$ cat src/rtl/adler32_pkg.sv
// Shared Adler-32 constants and checker state encoding, common to the
// adler32 generator and the adler32_chk trailer checker.
package adler32_pkg;

   localparam logic [15:0] ADLER_MOD  = 16'd65521;
   localparam logic [31:0] ADLER_INIT = 32'h0000_0001;

   typedef enum logic [2:0] {
      ST_IDLE = 3'd0,
      ST_RUN  = 3'd1,
      ST_BYTE = 3'd2,
      ST_WREF = 3'd3,
      ST_DONE = 3'd4
   } chk_state_t;

endpackage

$ cat src/rtl/adler32_step.sv
// Single-byte Adler-32 update. Inputs are already reduced (< 65521), so each
// running sum stays below 2*65521 and one conditional subtract is enough.
module adler32_step
   import adler32_pkg::*;
(
   input  logic [15:0] s1_i,
   input  logic [15:0] s2_i,
   input  logic [7:0]  byte_i,
   output logic [15:0] s1_o,
   output logic [15:0] s2_o
);

   logic [16:0] sum1;
   logic [16:0] sum2;

   // s1' = (s1 + b) mod 65521, then s2' = (s2 + s1') mod 65521
   always_comb begin
      sum1 = {1'b0, s1_i} + {9'b0, byte_i};
      if (sum1 >= {1'b0, ADLER_MOD})
         s1_o = sum1[15:0] - ADLER_MOD;
      else
         s1_o = sum1[15:0];
      sum2 = {1'b0, s2_i} + {1'b0, s1_o};
      if (sum2 >= {1'b0, ADLER_MOD})
         s2_o = sum2[15:0] - ADLER_MOD;
      else
         s2_o = sum2[15:0];
   end

endmodule

$ cat config.mk
export PLATFORM = sky130hd
export DESIGN_NAME = adler32_step
export DESIGN_NICKNAME = d
export VERILOG_FILES = /design/src/rtl/adler32_pkg.sv /design/src/rtl/adler32_step.sv
export SDC_FILE = /design/constraint.sdc
export NUM_CORES = 1
export LEC_CHECK = 0
export CORE_MARGIN = 4
export CORE_UTILIZATION = 40
export DETAILED_ROUTE_END_ITERATION = 7
export PLACE_DENSITY = 0.74
export SLEW_MARGIN = 30
export SYNTH_ARGS = -nofsm -noshare
export SYNTH_HDL_FRONTEND = slang
export SYNTH_SLANG_ARGS = --single-unit
$ cat constraint.sdc
create_clock -name vclk -period 6.25
set_input_delay 0.9375 -clock vclk [all_inputs]
set_output_delay 0.9375 -clock vclk [all_outputs]
set_load 0.02 [all_outputs]
==> run_summary.xml, run 1 <==
<?xml version="1.0" encoding="UTF-8"?>
<metrics>
  <group name="timing">
    <metric name="setup_violations" unit="">16</metric>
    <metric name="rsz_0062_raised_after_global_routing" unit="">true</metric>
    <metric name="tightest_slew" unit="ns">0.519</metric>
    <metric name="hold_viol" unit="">0</metric>
    <metric name="relSlewSlack" unit="%">65.1</metric>
    <metric name="timing.final.max_slew_violations" unit="">0</metric>
    <metric name="max_freq" unit="MHz">138</metric>
    <metric name="timing.final.ws_setup" unit="ns">-0.987</metric>
    <metric name="post-route-min-period" unit="ns">7.24</metric>
    <metric name="finalCritPeriodShare" unit="%">116</metric>
  </group>
  <group name="floorplan">
    <metric name="start_util" unit="%">42.0</metric>
    <metric name="io_pins" unit="">72</metric>
    <metric name="placementRows" unit="">26</metric>
    <metric name="die_h" unit="um">81.9</metric>
    <metric name="die_width" unit="um">81.9</metric>
    <metric name="floorplan.die_area" unit="sq mm">0.00671</metric>
    <metric name="design.core.area" unit="sq mm">0.00520</metric>
  </group>
  <group name="synthesis">
    <metric name="synth_fp_nets" unit="">368</metric>
    <metric name="synth.mux.area_fraction" unit="%">2.75</metric>
    <metric name="post-synth-top-count-cell" unit="">sky130_fd_sc_hd__nor2_1</metric>
    <metric name="post_synthesis_compound_gate_area_fraction" unit="%">29.5</metric>
    <metric name="synth-warning-count" unit="">0</metric>
    <metric name="synth_top_area_share" unit="%">17.2</metric>
    <metric name="synth.avg_cell_area" unit="sq um">7.38</metric>
    <metric name="synth.cells.most_frequent" unit="">32 x sky130_fd_sc_hd__nor2_1, 30 x sky130_fd_sc_hd__ha_1, 30 x sky130_fd_sc_hd__nand2_1, 22 x sky130_fd_sc_hd__xnor2_1, 16 x sky130_fd_sc_hd__xor2_1</metric>
    <metric name="yosys-top-cells-area" unit="">sky130_fd_sc_hd__ha_1 17%, sky130_fd_sc_hd__xnor2_1 8.8%, sky130_fd_sc_hd__xor2_1 6.4%, sky130_fd_sc_hd__nor2_1 5.5%, sky130_fd_sc_hd__nand2_1 5.2%</metric>
    <metric name="synth_area_leader_cell" unit="">sky130_fd_sc_hd__ha_1</metric>
    <metric name="yosysUniqueCellTypes" unit="">65</metric>
    <metric name="largest_family_of_logic_cells_by_synthesized_area" unit="">compound AO/OA/AOI/OAI gates</metric>
    <metric name="synth_cells" unit="">296</metric>
    <metric name="ys_seq_area_share" unit="%">0</metric>
    <metric name="synth_xor_area_share" unit="%">16.7</metric>
    <metric name="area_share_of_fa_ha_maj_cells_after_synthesis" unit="%">19.0</metric>
    <metric name="mappedNetlistArea" unit="sq mm">0.00218</metric>
    <metric name="synth-simple-area-share" unit="%">28.1</metric>
  </group>
  <group name="setup_path">
    <metric name="startpoint_type_of_the_worst_setup_path" unit="">input pin</metric>
    <metric name="path_max_fanout" unit="">8</metric>
    <metric name="critPathRequiredTime" unit="ns">5.31</metric>
    <metric name="cp_data_arrival_time" unit="ns">6.30</metric>
    <metric name="worstSetupEndpointType" unit="">output pin</metric>
    <metric name="path_class" unit="">input pin to output pin</metric>
  </group>
  <group name="cells_and_area">
    <metric name="layoutNonFillerInstCount" unit="">599</metric>
    <metric name="finalNetCount" unit="">603</metric>
    <metric name="regArea" unit="sq um">0</metric>
    <metric name="insertedDiodeCount" unit="">0</metric>
    <metric name="drive_gt1_share" unit="%">57.7</metric>
    <metric name="clock_buffers" unit="">0</metric>
    <metric name="n_sequential_cell" unit="">0</metric>
    <metric name="area_growth" unit="%">121</metric>
  </group>
  <group name="pwr">
    <metric name="internal_portion_of_total_power" unit="uW">582</metric>
    <metric name="switchingPower" unit="uW">624</metric>
    <metric name="ir_drop" unit="V">0.000193</metric>
    <metric name="pwr_total" unit="mW">1.21</metric>
    <metric name="switching_share" unit="%">51.7</metric>
    <metric name="power.static_leakage" unit="nW">2.18</metric>
    <metric name="logic_gate_share_of_total_power" unit="%">100.0</metric>
    <metric name="power_per_cell_area" unit="mW/mm^2">250</metric>
    <metric name="p_clk_share" unit="%">0</metric>
    <metric name="power_frac_seq" unit="%">0</metric>
  </group>
  <group name="placement">
    <metric name="dpl.hpwl" unit="um">6380</metric>
    <metric name="place.detailed.instances" unit="">569</metric>
    <metric name="place_ws" unit="ns">-1.42</metric>
    <metric name="place.port_buffers" unit="">72</metric>
    <metric name="gp_congestion" unit="">0.875</metric>
  </group>
  <group name="route">
    <metric name="num_vias" unit="">3848</metric>
    <metric name="detail_route.vias_per_cell" unit="">6.42</metric>
    <metric name="drtIter0Drc" unit="">404</metric>
    <metric name="drcViolationCount" unit="">0</metric>
    <metric name="wl_cell" unit="um">23.8</metric>
    <metric name="route.final.wire_length" unit="um">14200</metric>
    <metric name="drt_pre_antenna_iters" unit="">5</metric>
    <metric name="antenna_left" unit="">0</metric>
  </group>
  <group name="global_routing">
    <metric name="grt_first_pass_wirelength" unit="um">17800</metric>
    <metric name="largest_net_degree_at_the_start_of_global_routing" unit="">13</metric>
    <metric name="first_global_vias" unit="">3791</metric>
    <metric name="grt-ovfl-total" unit="">0</metric>
    <metric name="grt_antenna_before_repair" unit="">0</metric>
    <metric name="gr-usage-all-layers" unit="%">34.0</metric>
  </group>
  <group name="outcome">
    <metric name="outcome" unit="">finished, violations left</metric>
    <metric name="failed_checks" unit="">setup timing</metric>
  </group>
  <group name="worst_hold_path">
    <metric name="min_path_cells" unit="">8</metric>
    <metric name="worst_hold_startpoint" unit="">s1_i[0]</metric>
    <metric name="hold_path_class" unit="">input pin to output pin</metric>
    <metric name="holdPathEnd" unit="">s2_o[0]</metric>
  </group>
  <group name="cts">
    <metric name="hold_fix_buffer_count_after_cts" unit="">0</metric>
  </group>
  <group name="job">
    <metric name="drv.max_cap_violation_count" unit="">0</metric>
  </group>
</metrics>
==> stage by stage <==
step                utilization [%]  area [sq um]  TNS [ns]  hold slack (ns)
CTS                            90.4          4700     -5.22             2.79
finish                         92.7          4830    -13.38             2.82
floorplan                         -          2550     -3.84             2.07
detailed placement             83.7          4350    -20.77             3.18
global route                   92.7          4830    -16.13             2.85
global placement               83.7          4350    -17.66             3.16
==> layout make-up <==
class / count / area, sq um
Tap cell: 70 / 87.6
Fill cell: 184 / 378
Timing Repair Buffer: 237 / 1910
Multi-Input combinational cell: 277 / 2770
Inverter: 15 / 56.3
==> how the worst max path moves through the flow <==
stage	from	to	slack (ns)	cells past startpoint
3_5_place_dp	s1_i[0]	s2_o[15]	-1.42	26
6_report	byte_i[0]	s2_o[10]	-0.99	26
5_1_grt	byte_i[0]	s2_o[10]	-1.15	27
3_3_place_gp	s1_i[0]	s2_o[15]	-1.21	25
4_1_cts	byte_i[0]	s2_o[15]	-0.42	25
2_1_floorplan	s1_i[0]	s2_o[5]	-0.31	24
==> layer usage <==
layer	part of all wire, %	vias up	track usage, %	wire length, um
met2	47	369	65.7	6760
met1	32	1766	32.3	4620
met3	9.6	164	3.73	1370
li1	-	1549	-	-
met4	10	0	25.7	1490
met5	0	-	0	0
==> layout by cell type (no fill, tap or decap), types with 3 or more instances in the layout <==
cell type	instances
sky130_fd_sc_hd__buf_4	175
sky130_fd_sc_hd__clkdlybuf4s50_1	42
sky130_fd_sc_hd__nand2_1	27
sky130_fd_sc_hd__nor2_1	23
sky130_fd_sc_hd__ha_1	19
sky130_fd_sc_hd__xnor2_2	15
sky130_fd_sc_hd__a21oi_1	12
sky130_fd_sc_hd__inv_1	11
sky130_fd_sc_hd__xor2_2	9
sky130_fd_sc_hd__ha_4	9
sky130_fd_sc_hd__nor2_2	8
sky130_fd_sc_hd__o21ai_0	7
sky130_fd_sc_hd__xnor2_1	7
sky130_fd_sc_hd__a21o_1	6
sky130_fd_sc_hd__nor3_1	6
sky130_fd_sc_hd__o21ai_2	6
sky130_fd_sc_hd__o21ai_1	6
sky130_fd_sc_hd__nand3_1	6
sky130_fd_sc_hd__xor2_1	6
sky130_fd_sc_hd__buf_2	6
sky130_fd_sc_hd__nor2_4	5
sky130_fd_sc_hd__o211ai_1	5
sky130_fd_sc_hd__nand4_1	5
sky130_fd_sc_hd__buf_6	5
sky130_fd_sc_hd__inv_2	4
sky130_fd_sc_hd__dlygate4sd2_1	4
sky130_fd_sc_hd__nand2b_1	3
sky130_fd_sc_hd__nand2_2	3
sky130_fd_sc_hd__nand3_2	3
sky130_fd_sc_hd__mux2i_2	3
sky130_fd_sc_hd__a21o_2	3
sky130_fd_sc_hd__a21oi_2	3
==> power by group through the flow <==
stage | combinational (mW) | sequential, mW | clock, mW
after floorplan | 0.538 | 0 | 0
after global placement | 0.964 | 0 | 0
after detailed placement | 0.987 | 0 | 0
after CTS | 1.06 | 0 | 0
after global routing | 1.25 | 0 | 0
final | 1.21 | 0 | 0
==> logic make-up after synthesis <==
logic type | after synthesis
AO/OA/AOI/OAI | 81
XOR/XNOR | 40
adder cells (fa/ha/maj) | 32
buffers and inverters | 19
multiplexers | 6
AND/OR/NAND/NOR | 118
==> repair_timing <==
action                     in CTS  in global routing
buffers inserted               25                  5
pin swaps                      40                 18
resized for setup             164                 22
setup endpoints to repair      16                 16
==> worst max-delay path, cell delays in order <==
cell	delay (ns)
sky130_fd_sc_hd__buf_6	0.10
sky130_fd_sc_hd__ha_4	0.16
sky130_fd_sc_hd__inv_2	0.06
sky130_fd_sc_hd__fa_2	0.25
sky130_fd_sc_hd__nor2b_4	0.06
sky130_fd_sc_hd__o2111ai_2	0.22
sky130_fd_sc_hd__nand2_2	0.12
sky130_fd_sc_hd__o41ai_4	0.35
sky130_fd_sc_hd__buf_4	0.21
sky130_fd_sc_hd__o22ai_4	0.07
sky130_fd_sc_hd__a31oi_4	0.44
sky130_fd_sc_hd__nor2_2	0.16
sky130_fd_sc_hd__xnor2_2	0.37
sky130_fd_sc_hd__ha_1	0.33
sky130_fd_sc_hd__buf_4	0.19
sky130_fd_sc_hd__nor2_2	0.18
sky130_fd_sc_hd__a211o_1	0.18
sky130_fd_sc_hd__o211ai_1	0.16
sky130_fd_sc_hd__nor3_1	0.32
sky130_fd_sc_hd__nand2_1	0.19
sky130_fd_sc_hd__a211oi_4	0.31
sky130_fd_sc_hd__buf_4	0.16
sky130_fd_sc_hd__a31oi_1	0.16
sky130_fd_sc_hd__nor3_1	0.23
sky130_fd_sc_hd__o32a_1	0.21
sky130_fd_sc_hd__buf_2	0.16
Note: power is estimated with default switching activity, not from simulation.
==> run 2, diff against run 1 <==
--- a/config.mk
+++ b/config.mk
@@ -9,7 +9,6 @@
 export CORE_UTILIZATION = 40
 export DETAILED_ROUTE_END_ITERATION = 7
 export PLACE_DENSITY = 0.74
-export SLEW_MARGIN = 30
 export SYNTH_ARGS = -nofsm -noshare
 export SYNTH_HDL_FRONTEND = slang
 export SYNTH_SLANG_ARGS = --single-unit
==> results of run 2 <==
No change in the layout: final DEF, timing and power equal those of run 1.
